===== src/rtl/clk_div_prog.sv =====
// Programmable clock divider.
// Divides clk by a run-time divisor N (2 .. 2^WIDTH-1). clk_out is high for
// ceil(N/2) cycles and low for floor(N/2) cycles. Divisor changes only take
// effect on a period boundary, so a period that has already started is never
// shortened or stretched. When en drops, the current period is allowed to
// complete before the block stops.
module clk_div_prog #(
  parameter int WIDTH       = 8,
  parameter int DEFAULT_DIV = 8
) (
  input  logic             clk,
  input  logic             rst,
  input  logic             en,
  input  logic [WIDTH-1:0] div,
  input  logic             div_load,
  output logic             clk_out,
  output logic             tick,
  output logic             div_err
);

  typedef enum logic {IDLE = 1'b0, RUN = 1'b1} state_e;

  state_e           state_q, state_d;
  logic [WIDTH-1:0] cnt_q, cnt_d;
  logic [WIDTH-1:0] act_q, act_d;
  logic [WIDTH-1:0] pend_q, pend_d;
  logic             pend_v_q, pend_v_d;
  logic             en_q;
  logic             clk_out_q, clk_out_d;
  logic             tick_q, tick_d;
  logic             err_q;

  logic             load_ok;
  logic             boundary;
  logic [WIDTH:0]   half_d;

  assign load_ok  = div_load && (div >= WIDTH'(2));
  assign boundary = (state_q == RUN) && (cnt_q == act_q - WIDTH'(1));

  // Next-state logic. The outputs are derived from the next state so that the
  // registered clk_out/tick line up with the registered counter.
  always_comb begin
    state_d  = state_q;
    cnt_d    = cnt_q;
    act_d    = act_q;
    pend_d   = pend_q;
    pend_v_d = pend_v_q;

    case (state_q)
      IDLE: begin
        cnt_d = '0;
        if (pend_v_q) begin
          act_d    = pend_q;
          pend_v_d = 1'b0;
        end
        // en was registered one edge earlier, giving the one-cycle start latency.
        if (en_q) state_d = RUN;
        if (load_ok) begin
          pend_d   = div;
          pend_v_d = 1'b1;
        end
      end
      default: begin
        if (boundary) begin
          cnt_d    = '0;
          pend_v_d = 1'b0;
          // A load coinciding with the last cycle is newer than any pending value.
          if (load_ok)       act_d = div;
          else if (pend_v_q) act_d = pend_q;
          if (!en) state_d = IDLE;
        end else begin
          cnt_d = cnt_q + WIDTH'(1);
          if (load_ok) begin
            pend_d   = div;
            pend_v_d = 1'b1;
          end
        end
      end
    endcase

    half_d    = ({1'b0, act_d} + (WIDTH+1)'(1)) >> 1;
    clk_out_d = (state_d == RUN) && ({1'b0, cnt_d} < half_d);
    tick_d    = (state_d == RUN) && (cnt_d == '0);
  end

  // State and output registers; reset clears outputs immediately.
  always_ff @(posedge clk or negedge rst) begin
    if (!rst) begin
      state_q   <= IDLE;
      cnt_q     <= '0;
      act_q     <= WIDTH'(DEFAULT_DIV);
      pend_q    <= '0;
      pend_v_q  <= 1'b0;
      en_q      <= 1'b0;
      clk_out_q <= 1'b0;
      tick_q    <= 1'b0;
      err_q     <= 1'b0;
    end else begin
      state_q   <= state_d;
      cnt_q     <= cnt_d;
      act_q     <= act_d;
      pend_q    <= pend_d;
      pend_v_q  <= pend_v_d;
      en_q      <= en;
      clk_out_q <= clk_out_d;
      tick_q    <= tick_d;
      err_q     <= div_load && (div < WIDTH'(2));
    end
  end

  assign clk_out = clk_out_q;
  assign tick    = tick_q;
  assign div_err = err_q;

endmodule


===== config.mk =====
export PLATFORM = sky130hd
export DESIGN_NAME = clk_div_prog
export DESIGN_NICKNAME = d
export VERILOG_FILES = /design/src/rtl/clk_div_prog.sv
export SDC_FILE = /design/constraint.sdc
export NUM_CORES = 1
export LEC_CHECK = 0
export CAP_MARGIN = 20
export CORE_MARGIN = 1
export CORE_UTILIZATION = 23
export DETAILED_ROUTE_END_ITERATION = 12
export GPL_TIMING_DRIVEN = 0
export PLACE_DENSITY = 0.37
export SLEW_MARGIN = 0
export SYNTH_ARGS = -nofsm -noshare
export SYNTH_HDL_FRONTEND = slang
export SYNTH_SLANG_ARGS = --single-unit

===== constraint.sdc =====
create_clock -name clk -period 4.35 [get_ports clk]
set_input_delay 0.435 -clock clk [delete_from_list [all_inputs] [get_ports clk]]
set_output_delay 0.435 -clock clk [all_outputs]
set_load 0.01 [all_outputs]

==> metrics <==
status completed; Multi-input gate area 1319 sq um; PwrDens about 230 nW/um^2; Critical Path Start act_q[0]; Final ANT Viol Nets 0; CTS Hold Buffers Added 0; clock sink count 30; Synth async-reset ratio 100.0%; n_diodes 0; period utilisation layout ~94%; number of enable flip-flop cells after synthesis 0; Synth top area share 34.10%; drc violations 0; leakage power total 1.029 nW; Design Area, Final ~2500 sq um; worst-margin pin slew 907.9 ps; reg2reg start act_q[0]; Hold Vio Cnt, Final 0; Core Region around 8800 sq um; die area 9642 sq um; clk_lat worst skew 290 ps; Synth area leaders dfrtp_1 34%, xnor2_1 6.6%, ha_1 5.9%; P&R area growth vs syn 19.40%; Startpoint Class register; FMAX 0.2443 GHz; data arrival time of the worst path 4320 ps; via count around 1700; Final HPWL DP 4366 microns; total track usage 12.60%; Rel. slew slack between 30% and 40%; Cell variety after synth 55; register area 752.0 sq um; Setup CP Type register to register; Initial Util 24.05%; R2R setup slack ~260 ps; Setup WS pre-CTS -168.7 ps; area leader, netlist dfrtp_1; first-pass GRT wire length 9384 microns; clock root cell clkbuf_8; Seq/Total Area, Yosys between 30% and 40%; clock-pin transition on the worst setup and hold timing paths 70 ps; CP max FO 8; CTS HTree Levels 2; Die Wd approximately 98 microns; min Tclk post-route 4093 ps; Max IR drop VDD 0.09499 mV; most instantiated library cell after synthesis dfrtp_1; Warnings, synthesis 0; vias in the first global route 1744; per-cell routed wire length 15.79 microns; Synth Register Bits 30; CTS buffer count 5; Core Util, Final 28.72%; CTS tree built; fin. max-slew vios 0; die height 98.20 microns; Congestion Overflow GR 0; CP max stage cell or4_4; endpoint class of the critical path register; Max Buffers Root-to-Sink 2; Reg2Reg Depth 17; Post-Syn Instances approximately 230; r2r endpoint clk_out; Final Wtd Congestion 0.7214; final setup violation count 0; Pre-antenna DRT Iters 4; power after layout 573.1 uW; Total Wirelength about 5700 microns; syn_nets 250; Rows 34; Worst Skew between 10 and 15 ps; Crit path largest cell delay 550 ps; Initial DRC Count 91; share of cells above drive strength 1 15.94%; critical-path cell list clkbuf_4, inv_1, ha_2, xnor2_1, or4_4, or3_4, o21ai_0, o21ai_1, a22oi_2, inv_1, nand4_1, xor2_1, ha_1, a21o_1, a21o_1, a211oi_1, o311a_1; Final WS setup between 200 and 300 ps; synthesized area 2128 sq um; largest net degree at the start of global routing 31; Hold Crit Class input port to asynchronous set/reset pin; Setup TNS Final 0 ps; Synth Flop Type dfrtp_1; Area after DPL 2399 sq um; Via-to-Cell Ratio between 4 and 5; Max Cap Viol 0; initial antenna violation count 0; IO Count 15; Net count, final 272; syn_area_per_cell 9.335 sq um; fill cell count 957; Post-synth top cells 29 x dfrtp_1, 17 x nor2_1, 16 x xnor2_1; required time worst endpoint 4580 ps; Port Buffer Count 14
[area by class of cell]
| type | count | share of cell area [%] |
|---|---|---|
| multi-input combinational | 175 | 51.90 |
| sequential | 30 | 29.59 |
| timing repair buffer | 16 | 5.908 |
| tap | 108 | 5.318 |
| clock buffer | 8 | 3.545 |
| buffer | 12 | 2.265 |
| inverter | 10 | 1.477 |
[stage by stage]
stage / hold WS (ps) / cells
detailed placement: 493.1 / 350
finish: 214.1 / 359
CTS: 240.2 / 358
floorplan: 139.4 / 228
global route: 270.4 / 359
global placement: 495.9 / 350
[layer usage]
| metal | vias to the layer above | GRT usage (%) | share of wire, % |
|---|---|---|---|
| met4 | 0 | 3.789 | 1.3 |
| met1 | 837 | 17.54 | 50 |
| met3 | 6 | 2.362 | 2.5 |
| met2 | 25 | 19.77 | 46 |
| met5 | - | 0 | 0 |
| li1 | 867 | - | - |
[cell usage in the layout, fill, tap and decap left out, drive strengths merged, types with 7 or more instances in the layout]
cell type / count
a21oi: 11
clkbuf: 17
clkdlybuf4s50: 13
dfrtp: 29
ha: 10
inv: 9
mux2: 10
nand2: 14
nor2: 18
nor3: 9
o211ai: 7
xnor2: 16
[cells by family after synthesis]
logic type	count (synthesis)	synth area share (%)
mux	15	7.643
xor+xnor	22	9.053
simple gates	75	19.52
fa+ha+maj	10	5.879
compound gates	53	18.05
buf+inv	23	4.526
flops	30	35.33
[flip-flops by register name (all words and copies together) (netlist names)]
name	flops
act_q	8
pend_v_q	1
clk_out	1
state_q	1
pend_q	8
div_err	1
en_q	1
cnt_q	8
tick	1
[critical path: cells and delay by family (launching register included)]
family | cells | cell delay [ps]
and+or+nand+nor | 3 | 1140
DFF | 1 | 350
adders and majority gates | 2 | 530
buffers and inverters | 3 | 340
xor gates and xnor gates | 2 | 290
AOI/OAI and AO/OA | 7 | 1370
[repair_timing]
item / CTS / global route
resized for setup: 1 / 8
setup endpoints to repair: 1 / 1
pin swaps: 0 / 4
setup buffers: 0 / 2
[worst max path at each step]
stage / slack, ps / endpoint / cells past startpoint
2_1_floorplan: 470 / clk_out / 17
3_3_place_gp: -240 / clk_out / 18
3_5_place_dp: -170 / clk_out / 18
4_1_cts: 20 / clk_out / 18
5_1_grt: -20 / clk_out / 17
6_report: 260 / clk_out / 17
[where the power goes]
| part | leakage, nW | internal [mW] | switching [mW] | total, mW |
|---|---|---|---|---|
| Clock | 0.0455 | 0.129 | 0.109 | 0.238 |
| Sequential | 0.354 | 0.287 | 0.00449 | 0.292 |
| Combinational | 0.629 | 0.0219 | 0.0216 | 0.0435 |
| Total | 1.03 | 0.438 | 0.135 | 0.573 |
No activity file was read; power rests on OpenSTA's default activity.
